[src/rtl/dcf77_decoder_pkg.sv]
// Shared types and constants for the DCF77 frame decoder: field layout of the
// 59-bit minute frame, the decoded time-of-day struct and a BCD minute increment.
package dcf77_decoder_pkg;

  typedef logic [7:0] bcd_t;

  typedef struct packed {
    bcd_t       year;
    bcd_t       month;
    bcd_t       day;
    logic [2:0] dow;
    bcd_t       hour;
    bcd_t       minute;
  } dcf77_time_t;

  localparam logic [5:0] START_POS      = 6'd0;
  localparam logic [5:0] BEGIN_TIME_POS = 6'd20;
  localparam logic [5:0] MINUTE_POS     = 6'd21;
  localparam logic [5:0] P1_POS         = 6'd28;
  localparam logic [5:0] HOUR_POS       = 6'd29;
  localparam logic [5:0] P2_POS         = 6'd35;
  localparam logic [5:0] DAY_POS        = 6'd36;
  localparam logic [5:0] DOW_POS        = 6'd42;
  localparam logic [5:0] MONTH_POS      = 6'd45;
  localparam logic [5:0] YEAR_POS       = 6'd50;
  localparam logic [5:0] P3_POS         = 6'd58;

  // Next BCD minute, 59 wraps to 00.
  function automatic bcd_t bcd_inc59(input bcd_t m);
    if (m == 8'h59) return 8'h00;
    if (m[3:0] == 4'd9) return {m[7:4] + 4'd1, 4'd0};
    return m + 8'd1;
  endfunction

endpackage

[src/rtl/dcf77_range_check.sv]
// Combinational BCD range check of a decoded DCF77 time: every nibble a digit
// and each field inside its calendar/clock range.
module dcf77_range_check
  import dcf77_decoder_pkg::*;
(
  input  dcf77_time_t tod,
  output logic        range_ok
);

  function automatic logic digits_ok(input bcd_t v);
    return (v[3:0] <= 4'd9) && (v[7:4] <= 4'd9);
  endfunction

  assign range_ok = digits_ok(tod.year) && digits_ok(tod.month) &&
                    digits_ok(tod.day) && digits_ok(tod.hour) &&
                    digits_ok(tod.minute) &&
                    (tod.minute <= 8'h59) && (tod.hour <= 8'h23) &&
                    (tod.day != 8'h00) && (tod.day <= 8'h31) &&
                    (tod.month != 8'h00) && (tod.month <= 8'h12) &&
                    (tod.dow != 3'd0);

endmodule

[src/rtl/dcf77_decoder.sv]
// Validates DCF77 minute frames (framing, parity, range, continuity) and issues a
// time set with a one-cycle time_valid once locked. DCF77_DECODER_STATS_EN adds error counters.
module dcf77_decoder
  import dcf77_decoder_pkg::*;
#(
  parameter int LOCK_FRAMES = 2
) (
  input  logic        clk,
  input  logic        rst,
  input  logic [58:0] data_hold,
  input  logic        sync,
  output logic [7:0]  year,
  output logic [7:0]  month,
  output logic [7:0]  day,
  output logic [2:0]  day_of_week,
  output logic [7:0]  hour,
  output logic [7:0]  minute,
  output logic        time_valid,
  output logic        locked,
  output logic        err_parity,
  output logic        err_range,
  output logic        busy
`ifdef DCF77_DECODER_STATS_EN
  ,
  output logic [7:0]  parity_err_cnt,
  output logic [7:0]  range_err_cnt
`endif
);

  typedef enum logic [1:0] {IDLE, SCAN, CHECK, UPDATE} state_t;

  localparam logic [2:0] LOCK_CNT = 3'(LOCK_FRAMES);

  state_t      state, state_next;
  logic [58:0] frame;
  logic [5:0]  idx;
  logic        acc, acc_next, bit_now, par_hit;
  logic        par_fail, rng_fail, plaus, plausible, range_ok;
  logic [2:0]  count, cnt_new;
  dcf77_time_t cur, prev;

  always_comb begin
    cur        = '0;
    cur.minute = {1'b0, frame[MINUTE_POS +: 7]};
    cur.hour   = {2'b0, frame[HOUR_POS +: 6]};
    cur.day    = {2'b0, frame[DAY_POS +: 6]};
    cur.dow    = frame[DOW_POS +: 3];
    cur.month  = {3'b0, frame[MONTH_POS +: 5]};
    cur.year   = frame[YEAR_POS +: 8];
  end

  dcf77_range_check u_range_check (
    .tod      (cur),
    .range_ok (range_ok)
  );

  // Continuity: minute steps by one; other fields only compared when the hour did not roll.
  assign plausible = (cur.minute == bcd_inc59(prev.minute)) &&
                     ((cur.minute == 8'h00) ||
                      ((cur.hour == prev.hour) && (cur.day == prev.day) &&
                       (cur.dow == prev.dow) && (cur.month == prev.month) &&
                       (cur.year == prev.year)));

  // Parity groups restart at the first bit of minute, hour and date fields.
  always_comb begin
    bit_now  = frame[idx];
    acc_next = ((idx == MINUTE_POS) || (idx == HOUR_POS) || (idx == DAY_POS)) ?
               bit_now : (acc ^ bit_now);
    par_hit  = (((idx == P1_POS) || (idx == P2_POS) || (idx == P3_POS)) && acc_next) ||
               ((idx == START_POS) && bit_now) ||
               ((idx == BEGIN_TIME_POS) && !bit_now);
  end

  assign cnt_new = !plaus ? 3'd1 : ((count >= LOCK_CNT) ? LOCK_CNT : count + 3'd1);
  assign locked  = (count == LOCK_CNT);
  assign busy    = (state != IDLE);

  always_ff @(posedge clk or posedge rst) begin
    if (rst) state <= IDLE;
    else     state <= state_next;
  end

  always_comb begin
    state_next = state;
    case (state)
      IDLE:    if (sync) state_next = SCAN;
      SCAN:    if (idx == P3_POS) state_next = CHECK;
      CHECK:   state_next = UPDATE;
      UPDATE:  state_next = IDLE;
      default: state_next = IDLE;
    endcase
  end

  always_ff @(posedge clk or posedge rst) begin
    if (rst) begin
      frame       <= '0;
      idx         <= '0;
      acc         <= 1'b0;
      par_fail    <= 1'b0;
      rng_fail    <= 1'b0;
      plaus       <= 1'b0;
      count       <= '0;
      prev        <= '0;
      year        <= '0;
      month       <= '0;
      day         <= '0;
      day_of_week <= '0;
      hour        <= '0;
      minute      <= '0;
      time_valid  <= 1'b0;
      err_parity  <= 1'b0;
      err_range   <= 1'b0;
`ifdef DCF77_DECODER_STATS_EN
      parity_err_cnt <= '0;
      range_err_cnt  <= '0;
`endif
    end else begin
      time_valid <= 1'b0;
      case (state)
        IDLE: begin
          if (sync) begin
            frame    <= data_hold;
            idx      <= '0;
            acc      <= 1'b0;
            par_fail <= 1'b0;
          end
        end
        SCAN: begin
          acc <= acc_next;
          idx <= idx + 6'd1;
          if (par_hit) par_fail <= 1'b1;
        end
        CHECK: begin
          rng_fail <= !range_ok;
          plaus    <= plausible;
        end
        UPDATE: begin
          err_parity <= par_fail;
          err_range  <= rng_fail;
`ifdef DCF77_DECODER_STATS_EN
          if (par_fail && (parity_err_cnt != 8'hff)) parity_err_cnt <= parity_err_cnt + 8'd1;
          if (rng_fail && (range_err_cnt != 8'hff))  range_err_cnt  <= range_err_cnt + 8'd1;
`endif
          if (par_fail || rng_fail) begin
            count <= '0;
          end else begin
            count <= cnt_new;
            prev  <= cur;
            if (cnt_new == LOCK_CNT) begin
              year        <= cur.year;
              month       <= cur.month;
              day         <= cur.day;
              day_of_week <= cur.dow;
              hour        <= cur.hour;
              minute      <= cur.minute;
              time_valid  <= 1'b1;
            end
          end
        end
        default: ;
      endcase
    end
  end

endmodule

[config.mk]
export PLATFORM = sky130hd
export DESIGN_NAME = dcf77_decoder
export DESIGN_NICKNAME = d
export VERILOG_FILES = /design/src/rtl/dcf77_decoder_pkg.sv /design/src/rtl/dcf77_range_check.sv /design/src/rtl/dcf77_decoder.sv
export SDC_FILE = /design/constraint.sdc
export NUM_CORES = 1
export LEC_CHECK = 0
export CORE_AREA = 2 2 139 141
export CTS_CLUSTER_DIAMETER = 30
export DETAILED_ROUTE_END_ITERATION = 7
export DIE_AREA = 0 0 141 143
export GPL_TIMING_DRIVEN = 1
export PLACE_DENSITY = 0.7
export SYNTH_ARGS = -nofsm -noshare
export SYNTH_HDL_FRONTEND = slang
export SYNTH_SLANG_ARGS = --single-unit
[constraint.sdc]
create_clock -name clk -period 4.5 [get_ports clk]
set_input_delay 0.45 -clock clk [delete_from_list [all_inputs] [get_ports clk]]
set_output_delay 0.45 -clock clk [all_outputs]
set_load 0.02 [all_outputs]
==> impl_metrics.py <==
metrics = {
    "layout": {
        "ff_latch_area_um2": 3680,
        "syn2layout_area_growth_pct": 24.3,
        "multi_input_area_um2": 3370,
        "fillerInstances": 1658,
        "num_antenna_cells": 0,
        "fin_nets": 830,
        "drive_gt1_frac": 0.184,
        "postLayoutCoreUtil": 0.488,
    },
    "worst_setup_path": {
        "endpoint": "minute[5]",
        "r2r-end": "minute[5]",
        "worstPathArrival_ns": 3.15,
        "r2r_start": "count[1]",
        "path_delay_family": "buffers and inverters",
        "path_depth": 7,
        "endpoint_kind": "flip-flop",
        "start_kind": "flip-flop",
        "required_ns": 4.81,
        "crit_type": "reg2reg",
        "critical_path.most_common_cell": "nand2_1",
        "crit_fanout": 36,
        "r2r_cells": 7,
        "regToRegSetupSlack_ns": 1.66,
        "crit_chain": "ha_1, nor3_1, o311ai_4, buf_4, clkinv_1, nand2_1, nand2_1",
        "slowest_stage": "clkinv_1",
        "crit_buf_inv": 2,
        "cp-startpoint": "count[1]",
        "slowest_delay_ns": 0.87,
    },
    "grt": {
        "grt_pass1_wl_um": 28200,
        "globalRouteOverflowTotal": 0,
        "grt_pass1_vias": 5179,
        "antenna_found_initial": 0,
        "grt_max_degree": 104,
        "groute.usage.overall": 0.181,
    },
    "clock_tree": {
        "clkTransAtPathRegs_ns": 0.06,
        "cts_tree": "built",
        "cts-root-buf": "clkbuf_16",
        "clk_path_buf_depth": 2,
        "postCtsHoldBufs": 0,
        "insertion_delay_ns": 0.44,
        "cts_buffers": 17,
        "clock-sinks": 147,
        "post_cts_buffers": 0,
        "cts_resized": 0,
        "htreeDepth": 4,
    },
    "timing": {
        "fin_tns_setup_ns": 0,
        "min_period_over_period": 0.632,
        "final-setup-viol-count": 0,
        "fin_skew_ns": 0.00863,
        "finalHoldViolCount": 0,
        "tightestPinTransition_ns": 0.965,
        "max_slew_margin": 0.352,
        "max_freq_mhz": 352,
        "rsz0062_at_grt": "false",
        "drv_slew": 0,
        "period_minus_slack_ns": 2.84,
    },
    "hold_path": {
        "hold_class": "reg2reg",
    },
    "logic_synthesis": {
        "synth-compound-area-share": 0.0671,
        "synth_fa_ha_area_frac": 0.0257,
        "synth_warnings": 0,
        "synth_ff_type": "dfrtp_1",
        "yosysMostFrequentCell": "dfrtp_1",
        "syn_inst": 658,
        "synth_xor_xnor_area_share": 0.0432,
        "yosys-mux-area-fraction": 0.193,
        "syn_area_um2": 7290,
        "synth_cell_types": 57,
        "synthArstFlopShare": 1.00,
        "yosys.area_share.simple": 0.126,
        "yosysTopAreaCell": "dfrtp_1",
        "yosys_register_bits": 147,
        "synth-edff-count": 0,
        "yosysSeqAreaShare": 0.504,
        "synthTopCellsByCount": "dfrtp_1 (147), nand2_1 (134), mux2_2 (95)",
        "synth_area_leaders": "dfrtp_1 (50%), mux2_2 (15%), nand2_1 (6.9%), mux2i_1 (4.3%), ha_1 (2.6%)",
        "yosys.area.top_type_share": 0.504,
        "synth_top_family_by_area": "multiplexers",
        "avgSynthCellArea_um2": 11.1,
    },
    "placement": {
        "dp_hpwl_um": 12100,
        "port_buffers": 101,
        "routabilityCongestion": 0.865,
    },
    "floorplanning": {
        "start_util": 0.392,
        "die_w_um": 141,
        "core-area_um2": 18600,
        "dieArea_um2": 20200,
        "ios": 110,
        "num_rows": 50,
        "chipHeight_um": 143,
    },
    "routing": {
        "first_iter_violations": 260,
        "ant_nets": 0,
        "num_vias": 5156,
        "wl_um": 17500,
        "post_drt_wl_per_cell_um": 17.5,
        "drtPass1Iterations": 4,
        "drc": 0,
        "vias_per_cell": 5.16,
    },
    "power_and_ir_drop": {
        "p_leak_nw": 3.97,
        "vdd_drop_max_mv": 0.329,
        "power.density_nw_per_um2": 623,
    },
    "status": {
        "status": "complete, no violations",
    },
    "job": {
        "cap_viol_max_count": 0,
    },
}
-- how the worst min path moves through the flow --
stage,startpoint,endpoint,slack [ns],depth (start not counted)
6_report,day[3],day[3],0.48,2
5_1_grt,day[3],day[3],0.50,2
4_1_cts,day[3],day[3],0.48,2
3_5_place_dp,day[3],day[3],0.46,2
3_3_place_gp,day[3],day[3],0.46,2
2_1_floorplan,frame[58],frame[58],0.47,1
-- metrics by stage --
stage	setup WS [ns]	power (mW)	std cells	cell area (µm²)	hold slack (ns)
3_3_place_gp	1.74	4.19	968	8470	0.462
2_1_floorplan	0.0987	3.69	665	7320	0.474
5_1_grt	1.39	5.99	1000	9060	0.501
6_report	1.66	5.64	1000	9060	0.476
3_5_place_dp	1.65	4.24	968	8470	0.464
4_1_cts	1.61	5.68	1000	9060	0.481
-- where the power goes --
group / total (mW) / internal, mW / leakage (nW) / switching (mW)
Combinational: 1.77 / 1.00 / 1.81 / 0.768
Clock: 1.42 / 0.787 / 0.288 / 0.629
Sequential: 2.46 / 1.78 / 1.87 / 0.676
Total: 5.64 / 3.57 / 3.97 / 2.07
-- routing by layer --
metal	wire length [µm]	global-route usage	vias to the layer above
met5	0	0	-
met4	225	0.0547	0
met3	952	0.0496	13
met2	8200	0.283	136
met1	8090	0.248	2537
li1	-	-	2470
-- cell usage in the layout, fill, tap and decap left out, drive strengths merged, types with 4 or more instances in the layout --
master	n
nor4	6
conb	8
nand4	13
ha	15
xnor2	16
a22oi	12
a31oi	5
nor2b	4
dfrtp	147
inv	26
nand3	9
nor3	5
mux2i	31
o21ai	21
mux2	95
xor2	20
a21oi	11
nor2	12
buf	7
clkbuf	17
clkdlybuf4s50	101
nand2	134
clkinv	5
-- cells by family after synthesis --
| kind of cell | after synthesis |
|---|---|
| AOI/OAI and AO/OA | 71 |
| xor gates and xnor gates | 36 |
| adders and majority gates | 15 |
| buffers and inverters | 57 |
| DFF | 147 |
| muxes | 127 |
| other | 1 |
| and+or+nand+nor | 204 |
-- worst reg2reg max path, stage by stage (launching register included) --
cell	delay [ns]
dfrtp_1	0.46
ha_1	0.33
nor3_1	0.07
o311ai_4	0.21
buf_4	0.39
clkinv_1	0.88
nand2_1	0.30
nand2_1	0.09
-- flip-flops by register name, indices dropped and copies added (netlist names), 2 cells and up --
signal	flops
day_of_week	3
count	3
hour	6
minute	7
day	6
state	2
prev	35
year	8
frame	59
idx	6
month	5
-- cell type report --
cell class | instances | area share
Clock buffer | 17 | 0.0469
Clock inverter | 15 | 0.0180
Inverter | 18 | 0.00801
Tap cell | 234 | 0.0323
Timing Repair Buffer | 108 | 0.117
Multi-Input combinational cell | 461 | 0.371
Sequential cell | 147 | 0.406
No activity file was read; power rests on OpenSTA's default activity.
==> RTL change, RTL diff (same settings) <==
Compare `idx` against `P1_POS` with >= in place of ==.
--- a/src/rtl/dcf77_decoder.sv
+++ b/src/rtl/dcf77_decoder.sv
@@ -66,7 +66,7 @@
     bit_now  = frame[idx];
     acc_next = ((idx == MINUTE_POS) || (idx == HOUR_POS) || (idx == DAY_POS)) ?
                bit_now : (acc ^ bit_now);
-    par_hit  = (((idx == P1_POS) || (idx == P2_POS) || (idx == P3_POS)) && acc_next) ||
+    par_hit  = (((idx >= P1_POS) || (idx == P2_POS) || (idx == P3_POS)) && acc_next) ||
                ((idx == START_POS) && bit_now) ||
                ((idx == BEGIN_TIME_POS) && !bit_now);
   end
Function: no difference found for any inputs over 10 cycles, from zero or initial values and one cycle with rst high; that may be too few to reach the edited logic, so the function may still have changed.
==> RTL change against the original RTL <==
  * Die area unchanged
  * Synthesized area decreased by 1.4%
  * Worst setup slack improved by 0.039 ns
  * Sequential cell count unchanged
  * First-iteration DRC count increased by 12%
  * Via count decreased by 2.5%
  * Final area decreased by 0.88%
  * Routed wire length decreased by 7.2%
  * Sequential share of layout area increased by 0.36 points
Power is not compared: it rests on default switching activity, and its combinational part moved more than twofold at a synthesized area within 25%.
==> RTL change: results (changes against the original RTL) <==
stage;metric;value;unit;change
status;status;completed;;unchanged
placement;hpwl;11.2;mm;was 12.1 mm
placement;dp_cells;950;;was 968
global_routing;grt_use_total;0.171;;was 0.181
setup_path;path_delay_family;multiplexers;;was buffers and inverters
global_routing;grt_pass1_wl;26.8;mm;was 28.2 mm
placement;gp_congestion;0.834;;was 0.865
clock_network;clkLatencyLatePin;0.42;ns;was 0.44 ns
setup_path;worst_path_max_delay_cell;dfrtp_1;;was clkinv_1
yosys;ys_seq_area_frac;0.511;;was 0.504
sta;finalCritPeriodShare;0.623;;was 0.632
min_path;min_from;month[4]$_DFFE_PP0P_;;was day[3]$_DFFE_PP0P_
global_routing;grt_max_degree;73;;was 104
drt;totalWireLength;16.2;mm;was 17.5 mm
setup_path;crit_end;acc$_DFFE_PP0P_;;was minute[5]$_DFFE_PP0P_
drt;route.vias.total;5027;;was 5156
global_routing;grt_pass1_vias;5054;;was 5179
clock_network;h-tree-depth;4;;unchanged
placement;post-place-ws;1.74;ns;was 1.65 ns
drt;drtIter0Drc;290;;was 260
yosys;synthTopCellsByCount;147 x dfrtp_1, 132 x nand2_1, 94 x mux2_2, 24 x mux2i_1, 21 x xor2_1;;was 147 x dfrtp_1, 134 x nand2_1, 95 x mux2_2, 31 x mux2i_1, 21 x o21ai_0
sta;tightest_slew;0.808;ns;was 0.965 ns
setup_path;slowest_delay;0.77;ns;was 0.87 ns
yosys;synth_area_leaders;dfrtp_1 51%, mux2_2 15%, nand2_1 6.9%;;was dfrtp_1 50%, mux2_2 15%, nand2_1 6.9%
yosys;ys_warn_count;0;;unchanged
yosys;synth_xor_area_frac;0.0463;;was 0.0432
setup_path;timing.rr.start;idx[1]$_DFFE_PP0P_;;was count[1]$_DFFE_PP0P_
pwr;swShare;0.219;;
sta;skew;0.0111;ns;was 0.00863 ns
yosys;synth_cell_types;52;;was 57
setup_path;r2r_slack;1.70;ns;was 1.66 ns
setup_path;worstPathMaxFanout;16;;was 36
placement;placed_cell_area;8380;sq um;was 8470 sq um
sta;hold_ws;0.476;ns;about the same
clock_network;clockBufferDepth;2;;unchanged
layout;drive_above_1_share;0.194;;was 0.184
setup_path;crit_arrival;3.11;ns;was 3.15 ns
yosys;synthMuxAreaShare;0.199;;was 0.193
layout;finalNetCount;812;;was 830
yosys;syn_area_per_cell;11.2;sq um;was 11.1 sq um
yosys;synth-compound-area-share;0.0586;;was 0.0671
layout;layoutNonFillerInstCount;982;;was 1000
min_path;hold_end;month[4]$_DFFE_PP0P_;;was day[3]$_DFFE_PP0P_
drt;dr.pass1.iters;5;;was 4
## RTL change: cell count changes after synthesis, moves of 3 or more
cell     before  now
a22oi_1      12    7
o21ai_1       0    3
nand4_1      13    9
mux4_2        0    6
buf_1         6   10
mux2i_1      31   24
nand3_1       9   12
o21ai_0      21   18
## RTL change: area by class of cell
type                            count  area, sq um
Multi-Input combinational cell    444         3280
Fill cell                        1693         9600
Clock buffer                       19          453
Sequential cell                   147         3680
Tap cell                          234          293
Clock inverter                     13          150
Timing Repair Buffer              107         1060
Inverter                           18         72.6
## RTL change: power by group through the flow
stage                     Combinational (mW)  Sequential [mW]  Clock, mW
after floorplan                       0.0309             1.35          0
after global placement                0.0918             1.35          0
after detailed placement              0.0907             1.35          0
after CTS                             0.0909             1.32       1.46
after global routing                  0.0985             1.32       1.52
final                                 0.0880             1.32       1.43
## RTL change: metal layers
metal  GRT usage  part of all wire
met1       0.235              0.48
met5           0                 0
met2       0.271              0.47
met4      0.0568             0.016
met3      0.0389             0.037
